--- src/rtl/sprite_scaler.sv ---
// sprite_scaler: 3-stage pipelined scaled indexed-colour sprite renderer with incremental ROM addressing.
// Optional transparency via `define SPRITE_SCALER_TRANSP_EN.
module sprite_scaler #(
  parameter int SPR_W = 50,
  parameter int SPR_H = 50,
  parameter int ADDR_BITS = 12,
  parameter int IDX_BITS = 2,
  parameter int SCALE_BITS = 3,
  parameter int TRANSP_IDX = 0
) (
  input  logic                  vga_clk,
  input  logic                  rst_n,
  input  logic [9:0]            DrawX,
  input  logic [9:0]            DrawY,
  input  logic                  blank,
  input  logic [9:0]            pos_x,
  input  logic [9:0]            pos_y,
  input  logic [SCALE_BITS-1:0] scale,
  input  logic                  sprite_en,
  input  logic [11:0]           bg_rgb,
  output logic [ADDR_BITS-1:0]  rom_addr,
  input  logic [IDX_BITS-1:0]   rom_q,
  output logic [IDX_BITS-1:0]   pal_index,
  input  logic [11:0]           pal_rgb,
  output logic [3:0]            red,
  output logic [3:0]            green,
  output logic [3:0]            blue
);
  localparam int CW = $clog2(SPR_W + 1);
  localparam int RW = $clog2(SPR_H + 1);
  localparam int SB = SCALE_BITS;
`ifdef SPRITE_SCALER_TRANSP_EN
  localparam bit TRANSP_EN = 1'b1;
`else
  localparam bit TRANSP_EN = 1'b0;
`endif
  logic [9:0] pos_x_l, pos_y_l, px, py;
  logic [SB-1:0] scale_l, sc, sy_q, sy_c, sx_q, sx_c, sx_n;
  logic en_l, en, fs, ls, v_q, v_c, h_q, h_c, h_n, at_x, wrap_x, hit;
  logic [RW-1:0] row_q, row_c;
  logic [CW-1:0] col_q, col_c, col_n;
  logic [ADDR_BITS-1:0] rb_q, rb_c;
  logic hit1, blank1, hit2, blank2, use_pal;
  logic [11:0] bg1, bg2, rgb;
  assign fs = DrawX == 10'd0 && DrawY == 10'd0;
  assign ls = DrawX == 10'd0;
  // frame-start values take effect in the same cycle they are latched
  assign px = fs ? pos_x : pos_x_l;
  assign py = fs ? pos_y : pos_y_l;
  assign sc = fs ? (scale == '0 ? SB'(1) : scale) : scale_l;
  assign en = fs ? sprite_en : en_l;
  always_comb begin
    v_c = v_q;
    row_c = row_q;
    sy_c = sy_q;
    rb_c = rb_q;
    if (ls) begin
      if (DrawY == py) begin
        v_c = 1'b1;
        row_c = '0;
        sy_c = '0;
        rb_c = '0;
      end else if (v_q && !fs) begin
        if (sy_q == sc - SB'(1)) begin
          sy_c = '0;
          row_c = row_q + RW'(1);
          rb_c = rb_q + ADDR_BITS'(SPR_W);
          v_c = row_q + RW'(1) != RW'(SPR_H);
        end else sy_c = sy_q + SB'(1);
      end else v_c = 1'b0;
    end
  end
  assign at_x = DrawX == px;
  assign h_c = at_x || (!ls && h_q);
  assign col_c = at_x ? '0 : col_q;
  assign sx_c = at_x ? '0 : sx_q;
  assign wrap_x = sx_c == sc - SB'(1);
  assign sx_n = wrap_x ? '0 : sx_c + SB'(1);
  assign col_n = wrap_x ? col_c + CW'(1) : col_c;
  assign h_n = h_c && !(wrap_x && col_c + CW'(1) == CW'(SPR_W));
  assign hit = en && v_c && h_c;
  assign use_pal = hit2 && !(TRANSP_EN && rom_q == IDX_BITS'(TRANSP_IDX));
  assign pal_index = rom_q;
  assign {red, green, blue} = rgb;
  always_ff @(posedge vga_clk or negedge rst_n) begin
    if (!rst_n) begin
      {pos_x_l, pos_y_l, scale_l, en_l} <= '0;
      {v_q, row_q, sy_q, rb_q, h_q, col_q, sx_q} <= '0;
      {hit1, blank1, bg1, hit2, blank2, bg2} <= '0;
      rom_addr <= '0;
      rgb <= '0;
    end else begin
      if (fs) begin
        pos_x_l <= pos_x;
        pos_y_l <= pos_y;
        scale_l <= sc;
        en_l <= sprite_en;
      end
      {v_q, row_q, sy_q, rb_q} <= {v_c, row_c, sy_c, rb_c};
      {h_q, col_q, sx_q} <= {h_n, col_n, sx_n};
      hit1 <= hit;
      blank1 <= blank;
      bg1 <= bg_rgb;
      if (hit) rom_addr <= rb_c + ADDR_BITS'(col_c);
      hit2 <= hit1;
      blank2 <= blank1;
      bg2 <= bg1;
      rgb <= !blank2 ? 12'h000 : use_pal ? pal_rgb : bg2;
    end
  end
endmodule

--- config.mk ---
export PLATFORM = sky130hd
export DESIGN_NAME = sprite_scaler
export DESIGN_NICKNAME = d
export VERILOG_FILES = /design/src/rtl/sprite_scaler.sv
export SDC_FILE = /design/constraint.sdc
export NUM_CORES = 1
export LEC_CHECK = 0
export CAP_MARGIN = 40
export CORE_ASPECT_RATIO = 2
export CORE_MARGIN = 1
export CORE_UTILIZATION = 48
export CTS_CLUSTER_DIAMETER = 100
export DETAILED_ROUTE_END_ITERATION = 7
export DONT_BUFFER_PORTS = 1
export MAX_ROUTING_LAYER = met4
export PLACE_DENSITY = 0.64
export SYNTH_ARGS = -nofsm -noshare
export SYNTH_HDL_FRONTEND = slang
export SYNTH_SLANG_ARGS = --single-unit
--- constraint.sdc ---
create_clock -name vga_clk -period 7.6 [get_ports vga_clk]
set_input_delay 0.38 -clock vga_clk [delete_from_list [all_inputs] [get_ports vga_clk]]
set_output_delay 0.38 -clock vga_clk [all_outputs]
set_load 0.05 [all_outputs]
### Word-level counts from Yosys, hierarchy flattened

Cells that the tools add are included.

* register bits after elaboration: 108
* input bits: 73
* word-level logic and storage cells: 75

* $add $sub $neg: 7
* eq/ne operators: 6
* mux-type cells: 25
* reductions and logical operators: 18

Operators with widths (number)
* two-way mux 12 bit: 6
* two-way mux 6 bit: 5
* two-way mux 3 bit: 7
* equality test 10 bit: 2
* logical NOT 10 bit: 2
* two-way mux 10 bit: 2
* adder 12 x 6 -> 12 bit: 1
* adder 12 x 6 -> 12 bit, second input constant: 1
* adder 6 x 1 -> 6 bit, second input constant: 2
* logical AND 1 bit: 7
* adder 3 x 1 -> 3 bit, second input constant: 2
* equality test 3 bit: 2
* equality test 6 bit, second input constant: 1
* inequality test 6 bit, second input constant: 1
* two-way mux 1 bit: 5
* nonzero test 2 bit: 2
* logical NOT 1 bit: 3
* logical NOT 3 bit: 1
* AND reduction 3 bit: 1
* subtractor 3 x 1 -> 3 bit, second input constant: 1
* AND reduction 2 bit: 1
* logical OR 1 bit: 1

### Depth between registers and ports, before layout

Gate-level depths: netlist (run 1).

* word-level depth: 11
* gate-level depth with buffers: 26

### Worst setup path before layout (run 1)

No wires, ideal clock.

* path kind: input-to-reg
* start: in DrawX[0]
* end: reg rom_addr[11]
* setup time: 0.069 ns
* data arrival time: 4.648 ns
* required time: 7.531 ns
* setup slack: 2.883 ns
* stages: 23
* cell sequence: nor4_4 > nand4_4 > nor2_4 > clkbuf_1 > nand2_1 > nand2_1 > inv_1 > ha_1 > xnor2_1 > nand3_1 > a211oi_1 > nand2b_1 > clkbuf_1 > o21ai_0 > ha_1 > a21oi_1 > o21bai_1 > a21o_1 > a21oi_1 > nor2_1 > o211ai_1 > or4_1 > nand3_1

RTL lines
* start: declaration: RTL line 13 `input logic [9:0] DrawX,`
* logical NOT 10 bit (*): RTL line 45, 46
* logical AND 1 bit: RTL line 45 `assign fs = DrawX == 10'd0 && DrawY == 10'd0;`
* two-way mux 3 bit: RTL line 50 `assign sc = fs ? (scale == '0 ? SB'(1) : scale) : scale_l;`
* subtractor 3 x 1 -> 3 bit: RTL line 64 `if (sy_q == sc - SB'(1)) begin`
* equality test 3 bit: RTL line 64
* two-way mux 12 bit: RTL line 64
* two-way mux 12 bit: RTL line 63 `end else if (v_q && !fs) begin`
* two-way mux 12 bit: RTL line 58 `if (DrawY == py) begin`
* two-way mux 12 bit (*): RTL line 57 `if (ls) begin`
* via rb_c[2]: RTL line 42 `logic [ADDR_BITS-1:0] rb_q, rb_c;`
* adder 12 x 6 -> 12 bit (*): RTL line 104 `if (hit) rom_addr <= rb_c + ADDR_BITS'(col_c);`
* end signal: assignment: RTL line 104
* end: declaration: RTL line 21 `output logic [ADDR_BITS-1:0] rom_addr,`

Mark *: on every way through the listed nets, which the timed path passes. The rest lies on a longest branch.
A chain may end at the register's enable or synchronous reset.

### Worst setup path in the final report (run 1)

Ends and elaborated chain as after synthesis.

==> run summary, run 1 <==
* Core Area: 11000 µm²
* post-detailed-route wirelength per cell: 17.1 µm
* ratio of final minimum period to clock period: 0.695
* proportion of synthesized flip-flops having asynchronous set or reset: 1.00
* CTS Root Cell: sky130_fd_sc_hd__clkbuf_16
* Data required, critical path: 7890 ps
* CP Capture Type: register
* maximum fanout encountered on the critical timing path: 24
* f_max: 189 MHz
* pin count of the biggest net entering global routing: 109
* Detailed Route Iter0 Violations: 187
* clock skew: 8.43 ps
* kind of critical path: input port to register
* vertical extent of the die: 153 µm
* Critical path buffers and inverters: 1
* total I/O pin count: 99
* number of inserted diodes: 0
* final count of hold timing violations: 0
* setup repair after global routing missed its margin: false
* Hold Crit Class: input port to register
* cell count after placement: 664
* detailed-route DRC error count: 0
* Num CTS Buffers: 9
* Slew Viols, Final: 0
* library cell occupying the most area in the post-synthesis netlist: sky130_fd_sc_hd__dfrtp_1
* cell depth of the worst min-delay path: 0
* total number of nets in the final design: 625
* Yosys reg bits: 108
* headroom to the max-slew limit: 0.447
* Initial Util: 0.497
* Leakage: 2.70 nW
* worst ir drop on vdd: 157 µV
* CP max stage delay: 750 ps
* deepest level of the CTS H-tree: 3
* number of standard cells in the layout, taps in and fillers out: 682
* global-route usage over all layers: 0.217
* Post-Place Worst Slack: 2000 ps
* leading post-synthesis cells by instance count: sky130_fd_sc_hd__dfrtp_1, sky130_fd_sc_hd__nand2_1, sky130_fd_sc_hd__nor2_1, sky130_fd_sc_hd__inv_1, sky130_fd_sc_hd__o21ai_0
* Port-buffer cells: 0
* First-pass DRT Iterations: 5
* TritonCTS clock tree: built
* number of instances resized during post-cts repair: 0
* end point of the worst hold path: bg1[11]$_DFF_PN0_
* share of the yosys chip area belonging to registers: 0.494
* via total after detailed routing: 3887
* portion of synthesized cell area occupied by the leading cell type: 0.494
* synthesized instance count: 537
* post-CTS clock slew at the launch and capture registers of the worst setup and hold paths: 80 ps
* number of buffers added for setup after CTS: 0
* Setup TNS: 0 ps
* maximum number of buffers from clock root to sink: 2
* Num Clock Sinks: 108
* CP Data Arrival Time: 5580 ps
* Worst path depth: 21
* detailed-route vias per instance: 5.70
* HPWL after detailed placement: 8870 µm
* min setup slack post-route: 2310 ps
* critical-path cell list: nor4_4, nand4_4, nor2_4, nand2_1, nand2_1, inv_1, ha_1, xnor2_1, nand3_1, a211oi_1, nand2b_1, o21ai_0, ha_1, a21oi_1, o21bai_1, a21o_1, a21oi_1, nor2_1, o211ai_1, or4_1, nand3_1
* utilization after layout: 0.539
* fill cell count: 998
* capture point of the worst reg-to-reg path: rom_addr[11]$_DFFE_PN0P_
* final critical-path required period: 5290 ps
* area growth from synthesis to final layout: 8.58%
* clock latency on the worst-skew pair: 350 ps
* # rows: 54
* total wire length: 11600 µm
* transition time at the pin with the least slew margin: 822 ps
* number of nets in the synthesized netlist: 625
* most instantiated library cell after synthesis: sky130_fd_sc_hd__dfrtp_1
* source of the worst hold timing path: bg_rgb[11]
* outcome: finished clean
* layout cell share with drive strength beyond 1: 0.0664
* gate family responsible for the most delay along the worst path: simple AND/OR/NAND/NOR gates
* post-synthesis cell area: 5470 µm²
* number of global-route vias before repair: 4147
* synthesized area divided by synthesized cell count: 10.2 µm²
* number of maximum-capacitance violations: 0
* remaining antenna violation count: 0
* top cells by area, synth: sky130_fd_sc_hd__dfrtp_1, sky130_fd_sc_hd__nand2_1, sky130_fd_sc_hd__xor2_1
* depth of the worst register-to-register path: 17
* first-pass GRT wire length: 19400 µm
* final setup violation count: 0
* startpoint of the worst register-to-register path: scale_l[0]$_DFFE_PN0N_
* Primary FF master, synth: sky130_fd_sc_hd__dfrtp_1
* startpoint types: input port
* Yosys Warn Count: 0
* final estimated routing congestion in global placement: 0.853
* highest-delay cell along the critical path: sky130_fd_sc_hd__a211oi_1
* total congestion overflow after global routing: 0
* die width: 77.5 µm
* number of antenna violations at the first check in global routing: 0
* number of synthesized flops with an enable pin: 0
* area of the die: 11900 µm²
* number of distinct standard cells referenced by the synthesized netlist: 65
* reg-to-reg slack, setup: 3170 ps
* power per unit of standard cell area: 206 nW/µm²
==> how the worst max path moves through the flow <==
stage,start,end,slack (ps)
floorplan,DrawX[0],rom_addr[11]$_DFFE_PN0P_,2880
global placement,DrawX[0],rom_addr[11]$_DFFE_PN0P_,2090
detailed placement,DrawX[0],rom_addr[11]$_DFFE_PN0P_,2000
CTS,DrawX[0],rom_addr[11]$_DFFE_PN0P_,2330
global route,DrawX[0],rom_addr[11]$_DFFE_PN0P_,1710
finish,DrawX[0],rom_addr[11]$_DFFE_PN0P_,2310
==> area by class of cell <==
class	count	area [µm²]	share of cell area
clock buffers	9	225	0.0379
well taps	140	175	0.0295
inverters	33	124	0.0209
flip-flops and latches	108	2700	0.455
repair buffers	4	50.0	0.00843
multi-input cells	381	2570	0.433
clock inverters	7	88.8	0.0150
==> routing by layer <==
layer | global-route usage | share of wire
met5 | - | 0
met2 | 0.395 | 0.57
met1 | 0.215 | 0.36
met4 | 0.111 | 0.041
met3 | 0.0400 | 0.034
==> kinds of logic after synthesis <==
group                      count (synthesis)  share of synthesized area
adders and majority gates                 15                     0.0357
muxes                                     28                     0.0542
and+or+nand+nor                          201                      0.193
DFF                                      108                      0.494
buffers and inverters                     48                     0.0355
AOI/OAI and AO/OA                        100                      0.126
xor gates and xnor gates                  37                     0.0620
==> report_power, final <==
| group | internal [W] | switching [W] |
|---|---|---|
| Combinational | 0.0000494 | 0.0000768 |
| Clock | 0.000237 | 0.000232 |
| Sequential | 0.000599 | 0.0000299 |
==> layout by cell type (no fill, tap or decap), types with 6 or more instances in the layout <==
cell type / synthesis / final
sky130_fd_sc_hd__dfrtp_1: 108 / 108
sky130_fd_sc_hd__nand2_1: 69 / 69
sky130_fd_sc_hd__nor2_1: 36 / 36
sky130_fd_sc_hd__inv_1: 32 / 32
sky130_fd_sc_hd__o21ai_0: 30 / 30
sky130_fd_sc_hd__xor2_1: 22 / 22
sky130_fd_sc_hd__nor2b_1: 21 / 21
sky130_fd_sc_hd__nand3_1: 20 / 20
sky130_fd_sc_hd__mux2i_1: 18 / 18
sky130_fd_sc_hd__xnor2_1: 14 / 14
sky130_fd_sc_hd__ha_1: 14 / 14
sky130_fd_sc_hd__and2_1: 13 / 13
sky130_fd_sc_hd__a21oi_1: 12 / 12
sky130_fd_sc_hd__nand2b_1: 9 / 9
sky130_fd_sc_hd__clkbuf_16: 0 / 9
sky130_fd_sc_hd__nor3_1: 6 / 6
sky130_fd_sc_hd__o41ai_1: 6 / 6
sky130_fd_sc_hd__mux2_2: 6 / 6
==> per-stage QoR <==
stage,total power [W],hold WS (ps),cell area (µm²)
after detailed placement,0.000756,87.4,5590
after floorplan,0.000724,84.4,5470
after CTS,0.00125,32.5,5940
after global placement,0.000751,86.6,5580
final,0.00122,50.6,5940
after global routing,0.00129,26.0,5940
==> repair_timing <==
action	in CTS	in global routing
hold buffers	2	0
setup endpoints to repair	0	0
hold endpoints to repair	108	0
==> worst register-to-register path: cells and delay by family (launching register included) <==
kind / cells / cell delay, ps
buf+inv: 1 / 60
fa+ha+maj: 2 / 440
xor+xnor: 1 / 290
simple gates: 5 / 1320
compound gates: 8 / 1910
flops: 1 / 370
==> registers in the layout, indices dropped and copies added (netlist names) <==
register  cells
scale_l       3
en_l          1
hit2          1
rom_addr     12
sy_q          3
rgb          12
pos_x_l      10
bg2          12
col_q         6
bg1          12
row_q         6
hit1          1
h_q           1
rb_q         12
pos_y_l      10
v_q           1
sx_q          3
blank2        1
blank1        1
Note: power is estimated with default switching activity, not from simulation.
==> run 2, diff against run 1 <==
PLACE_DENSITY = 0.66   (was 0.64)
clock period = 4.8 ns   (was 7.6 ns; I/O delays follow)
==> run 2 against run 1 <==
- clock power up 60%
- critical path depth down 2
- combinational power up 60%
- clock skew up 3.3 ps
- routed wire length up 4.1%
==> run summary, run 2 (synthesis gave the netlist of run 1 again) <==
* Detailed Route Iter0 Violations: 234
* # rows: 54
* worst setup path startpoint: DrawY[0]
* number of antenna violations at the first check in global routing: 0
* global-route usage over all layers: 0.220
* cell count after placement: 675
* CP Capture Type: register
* maximum number of buffers from clock root to sink: 2
* source of the worst hold timing path: pos_y[9]
* total number of nets in the final design: 650
* fill cell count: 946
* ratio of final minimum period to clock period: 0.908
* Setup TNS: 0 ps
* headroom to the max-slew limit: 0.456
* First-pass DRT Iterations: 4
* relative contribution of the clock network to total power: 0.384
* total congestion overflow after global routing: 0
* Initial Util: 0.497
* number of global-route vias before repair: 4185
* f_max: 229 MHz
* remaining antenna violation count: 0
* setup repair after global routing missed its margin: false
* area growth from synthesis to final layout: 12.6%
* top library cells by usage in the layout, fill and taps aside: sky130_fd_sc_hd__dfrtp_1, sky130_fd_sc_hd__nand2_1, sky130_fd_sc_hd__nor2_1, sky130_fd_sc_hd__inv_1, sky130_fd_sc_hd__o21ai_0
* vertical extent of the die: 153 µm
* first-pass GRT wire length: 19600 µm
* post-detailed-route wirelength per cell: 17.1 µm
* power per unit of standard cell area: 316 nW/µm²
* Leakage: 2.82 nW
* proportion of total power due to net switching: 0.276
* area of the die: 11900 µm²
* Num CTS Buffers: 9
* Slew Viols, Final: 0
* detailed-route vias per instance: 5.66
* clock skew: 11.7 ps
* commonest non-fill, non-tap cell in the layout: sky130_fd_sc_hd__dfrtp_1
* Hold Crit Class: input port to register
* CTS Root Cell: sky130_fd_sc_hd__clkbuf_16
* instance area at placement: 5670 µm²
* maximum fanout encountered on the critical timing path: 11
* kind of critical path: input port to register
* startpoint types: input port
* net switching component of the power: 0.000537 W
* clock latency on the worst-skew pair: 350 ps
* detailed-route DRC error count: 0
* worst ir drop on vdd: 228 µV
* CP Data Arrival Time: 4580 ps
* number of buffers added for setup after CTS: 0
* via total after detailed routing: 4002
* total I/O pin count: 99
* number of standard cells in the layout, taps in and fillers out: 707
* Port-buffer cells: 0
* cell-internal power: 0.00141 W
* layout cell share with drive strength beyond 1: 0.0829
* final count of hold timing violations: 0
* final estimated routing congestion in global placement: 0.892
* utilization after layout: 0.560
* outcome: finished clean
* final setup violation count: 0
* Num Clock Sinks: 108
* sequential cell fraction of total power: 0.512
* post-CTS clock slew at the launch and capture registers of the worst setup and hold paths: 80 ps
* deepest level of the CTS H-tree: 3
* pin count of the biggest net entering global routing: 109
* proportion of power drawn by combinational gates: 0.104
* transition time at the pin with the least slew margin: 796 ps
* die width: 77.5 µm
* final critical-path required period: 4360 ps
* Data required, critical path: 5010 ps
* Post-Place Worst Slack: 91.7 ps
* Core Area: 11000 µm²
* startpoint of the worst register-to-register path: pos_x_l[7]$_DFF_PN0_
* Final Cell Area: 6160 µm²
* min setup slack post-route: 439 ps
* TritonCTS clock tree: built
* number of maximum-capacitance violations: 0
* HPWL after detailed placement: 9390 µm
* number of inserted diodes: 0
* total wire length: 12100 µm
==> run 2: cell types whose count changed in the layout (fill, tap and decap cells not counted) <==
| cell | before | now |
|---|---|---|
| sky130_fd_sc_hd__dlygate4sd3_1 | 1 | 15 |
| sky130_fd_sc_hd__buf_4 | 1 | 12 |
| sky130_fd_sc_hd__clkinv_8 | 3 | 2 |
| sky130_fd_sc_hd__inv_12 | 0 | 1 |
==> run 2: layout make-up <==
type / count / area, µm² / area share
Clock inverter: 7 / 88.8 / 0.0144
Sequential cell: 108 / 2700 / 0.439
Clock buffer: 9 / 225 / 0.0365
Multi-Input combinational cell: 381 / 2570 / 0.418
Tap cell: 140 / 175 / 0.0284
Inverter: 33 / 124 / 0.0201
Timing Repair Buffer: 29 / 273 / 0.0443
==> run 2: final timing paths <==
| path | to | slack, ps | depth (start not counted) |
|---|---|---|---|
| worst max-delay path | rom_addr[8]$_DFFE_PN0P_ | 440 | 19 |
| worst min-delay path | pos_y_l[9]$_DFF_PN0_ | 10 | 2 |
| worst max register to register | rom_addr[8]$_DFFE_PN0P_ | 490 | 18 |
| worst min register to register | bg2[1]$_DFF_PN0_ | 350 | 0 |
| max in group asynchronous | rb_q[7]$_DFF_PN0_ | 3900 | 2 |
| min in group asynchronous | rgb[6]$_DFF_PN0_ | 460 | 2 |
==> run 2: timing repair <==
action | in CTS | in global routing
setup endpoints to repair | 0 | 0
resized for setup | 0 | 0
hold buffers | 16 | 0
endpoints found under the hold margin | 122 | 0
==> run 2: routing by layer <==
metal / global-route usage / vias to the layer above / part of all wire
li1: - / 1922 / -
met1: 0.213 / 1968 / 0.36
met2: 0.420 / 92 / 0.59
met3: 0.0328 / 20 / 0.028
met4: 0.0898 / 0 / 0.025
met5: - / - / 0
==> run 2: worst max-delay path, cell delays in order <==
cell and delay (ps):
sky130_fd_sc_hd__nor4_4 340, sky130_fd_sc_hd__nand4_4 210, sky130_fd_sc_hd__nor2_4 160, sky130_fd_sc_hd__buf_4 190
sky130_fd_sc_hd__mux2_2 370, sky130_fd_sc_hd__o2bb2ai_1 150, sky130_fd_sc_hd__or4_1 760, sky130_fd_sc_hd__and2_1 330
sky130_fd_sc_hd__ha_1 250, sky130_fd_sc_hd__fa_1 400, sky130_fd_sc_hd__a21oi_1 160, sky130_fd_sc_hd__nor2_1 50
sky130_fd_sc_hd__nor2_1 190, sky130_fd_sc_hd__o21bai_1 90, sky130_fd_sc_hd__a21oi_1 220, sky130_fd_sc_hd__nor2_1 60
sky130_fd_sc_hd__nand3_1 140, sky130_fd_sc_hd__xnor2_1 140, sky130_fd_sc_hd__o21ai_0 90
==> run 2: power groups by stage <==
| stage | registers [W] | clock network (W) | logic (W) |
|---|---|---|---|
| 3_5_place_dp | 0.00102 | 0 | 0.000176 |
| 2_1_floorplan | 0.00101 | 0 | 0.000140 |
| 5_1_grt | 0.00100 | 0.000806 | 0.000231 |
| 6_report | 0.000999 | 0.000749 | 0.000202 |
| 4_1_cts | 0.000998 | 0.000770 | 0.000207 |
| 3_3_place_gp | 0.00101 | 0 | 0.000167 |
==> run 2: per-stage QoR <==
stage	hold slack, ps	total power (W)
2_1_floorplan	-55.6	0.00115
3_3_place_gp	-53.8	0.00118
3_5_place_dp	-53.7	0.00119
4_1_cts	3.52	0.00197
5_1_grt	8.90	0.00204
6_report	9.94	0.00195
==> run 3, diff against run 2 <==
ABC_AREA = 1   (was unset)
SKIP_LAST_GASP = 1   (was unset)
==> run 3 against run 2 <==
- power grew 12%
- first-iteration DRC count shrank 2.6%
- fmax grew 11%
- utilization shrank 1.1 points
- sequential share of layout area grew 0.85 points
- final cell count grew 16%
- clock-buffer cell count is the same
- cell area shrank 1.9%
- largest power group unchanged
==> run summary, run 3 <==
* outcome: finished clean
* number of inserted diodes: 0
* post-detailed-route wirelength per cell: 14.0 µm
* via total after detailed routing: 4295
* share of the yosys chip area belonging to registers: 0.494
* detailed-route DRC error count: 0
* end point of the critical path: rom_addr[10]$_DFFE_PN0P_
* startpoint types: input port
* startpoint of the worst register-to-register path: scale_l[1]$_DFFE_PN0N_
* ratio of final minimum period to clock period: 0.816
* Primary FF master, synth: sky130_fd_sc_hd__dfrtp_1
* Data required, critical path: 5050 ps
* Setup TNS: 0 ps
* commonest non-fill, non-tap cell in the layout: sky130_fd_sc_hd__nand2_1
* HPWL after detailed placement: 8380 µm
* area of the die: 11800 µm²
* number of global-route vias before repair: 4289
* depth of the worst register-to-register path: 26
* TritonCTS clock tree: built
* Core Area: 11000 µm²
* clock latency on the worst-skew pair: 350 ps
* total number of nets in the final design: 761
* register cell area after layout: 2700 µm²
* total wire length: 11400 µm
* First-pass DRT Iterations: 8
* final count of hold timing violations: 0
* maximum number of buffers from clock root to sink: 2
* pin count of the biggest net entering global routing: 109
* CTS Root Cell: sky130_fd_sc_hd__clkbuf_16
* footprint of the multi-input gates: 2330 µm²
* library cell occupying the most area in the post-synthesis netlist: sky130_fd_sc_hd__dfrtp_1
* first-pass GRT wire length: 18800 µm
* CP Capture Type: register
* vertical extent of the die: 153 µm
* number of synthesized flops with an enable pin: 0
* worst setup path startpoint: DrawY[9]
* min setup slack post-route: 882 ps
* headroom to the max-slew limit: 0.653
* proportion of synthesized flip-flops having asynchronous set or reset: 1.00
* maximum fanout encountered on the critical timing path: 30
* setup repair after global routing missed its margin: false
* top library cells by usage in the layout, fill and taps aside: sky130_fd_sc_hd__nand2_1, sky130_fd_sc_hd__dfrtp_1, sky130_fd_sc_hd__inv_1, sky130_fd_sc_hd__nand3_1, sky130_fd_sc_hd__nor2_1
* CP Data Arrival Time: 4170 ps
* synthesized area divided by synthesized cell count: 8.30 µm²
* # rows: 54
* number of nets in the synthesized netlist: 747
* post-synthesis cell area: 5470 µm²
* Hold Crit Class: input port to register
* remaining antenna violation count: 0
* Yosys Warn Count: 0
* final critical-path required period: 3920 ps
* met2 track demand over resource: 0.359
* total I/O pin count: 99
* top cells by area, synth: sky130_fd_sc_hd__dfrtp_1, sky130_fd_sc_hd__nand2_1, sky130_fd_sc_hd__nand3_1
* capture point of the worst reg-to-reg path: rom_addr[11]$_DFFE_PN0P_
* number of distinct standard cells referenced by the synthesized netlist: 37
* f_max: 255 MHz
* post-CTS clock slew at the launch and capture registers of the worst setup and hold paths: 80 ps
* Detailed Route Iter0 Violations: 228
* clock skew: 10.0 ps
* Post-Place Worst Slack: 530 ps
* fill cell count: 1017
* worst ir drop on vdd: 217 µV
* most heavily used metal layer in global routing: met2
* Slew Viols, Final: 0
* deepest level of the CTS H-tree: 3
* Port-buffer cells: 0
* leading post-synthesis cells by instance count: sky130_fd_sc_hd__nand2_1, sky130_fd_sc_hd__dfrtp_1, sky130_fd_sc_hd__inv_1, sky130_fd_sc_hd__nand3_1, sky130_fd_sc_hd__nor2_1
* portion of synthesized cell area occupied by the leading cell type: 0.494
* Yosys reg bits: 108
* Num CTS Buffers: 9
* kind of critical path: input port to register
* number of antenna violations at the first check in global routing: 0
* total congestion overflow after global routing: 0
* final setup violation count: 0
* Num Clock Sinks: 108
* number of instances resized during post-cts repair: 0
* number of maximum-capacitance violations: 0
* reg-to-reg slack, setup: 1100 ps
* met3 capacity usage during global routing: 0.0364
* synthesized instance count: 659
* power per unit of standard cell area: 361 nW/µm²
* layout cell share with drive strength beyond 1: 0.0796
* transition time at the pin with the least slew margin: 521 ps
* global routing usage on met1: 0.216
* Initial Util: 0.496
* detailed-route vias per instance: 5.25
* global-route usage over all layers: 0.207
* final estimated routing congestion in global placement: 0.942
* Leakage: 3.20 nW
* area growth from synthesis to final layout: 10.5%
* die width: 77.5 µm
* most instantiated library cell after synthesis: sky130_fd_sc_hd__nand2_1
-- run 3: repair_timing --
action | in CTS | in global routing
hold endpoints to repair | 121 | 0
hold buffers | 15 | 0
setup buffers | 0 | 0
-- run 3: cells by family (layout without fill, tap and decap cells) --
logic type,after synthesis,after routing,synth area share
DFF,108,108,0.494
AOI/OAI and AO/OA,65,65,0.0673
adders and majority gates,15,15,0.0357
buffers and inverters,102,121,0.0794
and+or+nand+nor,347,347,0.288
xor gates and xnor gates,22,22,0.0352
-- run 3: final cells by class --
type | instances | area share
repair buffers | 20 | 0.0339
clock buffers | 9 | 0.0373
multi-input cells | 449 | 0.386
flip-flops and latches | 108 | 0.447
inverters | 85 | 0.0528
well taps | 140 | 0.0290
clock inverters | 7 | 0.0143
-- run 3: worst max-delay path: stages --
cell and delay [ps]:
sky130_fd_sc_hd__nor2_1 80, sky130_fd_sc_hd__nand3_1 130, sky130_fd_sc_hd__nor2_4 370, sky130_fd_sc_hd__nand2_4 90
sky130_fd_sc_hd__buf_4 250, sky130_fd_sc_hd__o21ai_1 240, sky130_fd_sc_hd__xor2_1 170, sky130_fd_sc_hd__nand2_1 60
sky130_fd_sc_hd__nor2_1 110, sky130_fd_sc_hd__nand3_2 260, sky130_fd_sc_hd__nand2_1 220, sky130_fd_sc_hd__inv_1 100
sky130_fd_sc_hd__ha_1 230, sky130_fd_sc_hd__fa_1 420, sky130_fd_sc_hd__a21oi_1 170, sky130_fd_sc_hd__nor2_1 70
sky130_fd_sc_hd__o21ai_0 140, sky130_fd_sc_hd__nand2_1 70, sky130_fd_sc_hd__a21oi_1 210, sky130_fd_sc_hd__nor2_1 70
sky130_fd_sc_hd__and2_1 200, sky130_fd_sc_hd__nand2_1 90, sky130_fd_sc_hd__nand2_1 60, sky130_fd_sc_hd__nand3_1 60
sky130_fd_sc_hd__nand2_1 50
-- run 3: routing by layer --
| layer | vias to the layer above | part of all wire |
|---|---|---|
| met5 | - | 0 |
| met4 | 0 | 0.042 |
| met3 | 35 | 0.042 |
| met2 | 122 | 0.53 |
| met1 | 2017 | 0.38 |
| li1 | 2121 | - |
-- run 3: worst min-delay path by stage --
stage               startpoint                    to  slack (ps)  depth (start not counted)
floorplan                rst_n      bg1[0]$_DFF_PN0_         -60                          0
global placement         rst_n  pos_x_l[5]$_DFF_PN0_         -50                          0
detailed placement       rst_n  pos_x_l[5]$_DFF_PN0_         -50                          0
CTS                 pal_rgb[4]      rgb[4]$_DFF_PN0_          20                          2
global route        pal_rgb[8]      rgb[8]$_DFF_PN0_          20                          2
finish              pal_rgb[4]      rgb[4]$_DFF_PN0_          30                          2
-- run 3: metrics by stage --
stage                     utilization  instance area (µm²)  power (W)  hold WS, ps  std cells
after floorplan                     -                 5470    0.00134        -55.6        659
after global placement          0.505                 5570    0.00141        -53.2        787
after detailed placement        0.505                 5570    0.00142        -53.6        787
after CTS                       0.549                 6040    0.00221         19.3        818
after global routing            0.549                 6040    0.00231         23.9        818
final                           0.549                 6040    0.00218         26.7        818
-- run 3: where the power goes --
part | switching (W) | internal, W | total, W | leakage (nW)
registers | 0.0000727 | 0.000969 | 0.00104 | 1.33
logic | 0.000247 | 0.000145 | 0.000392 | 1.71
clock network | 0.000372 | 0.000377 | 0.000749 | 0.153
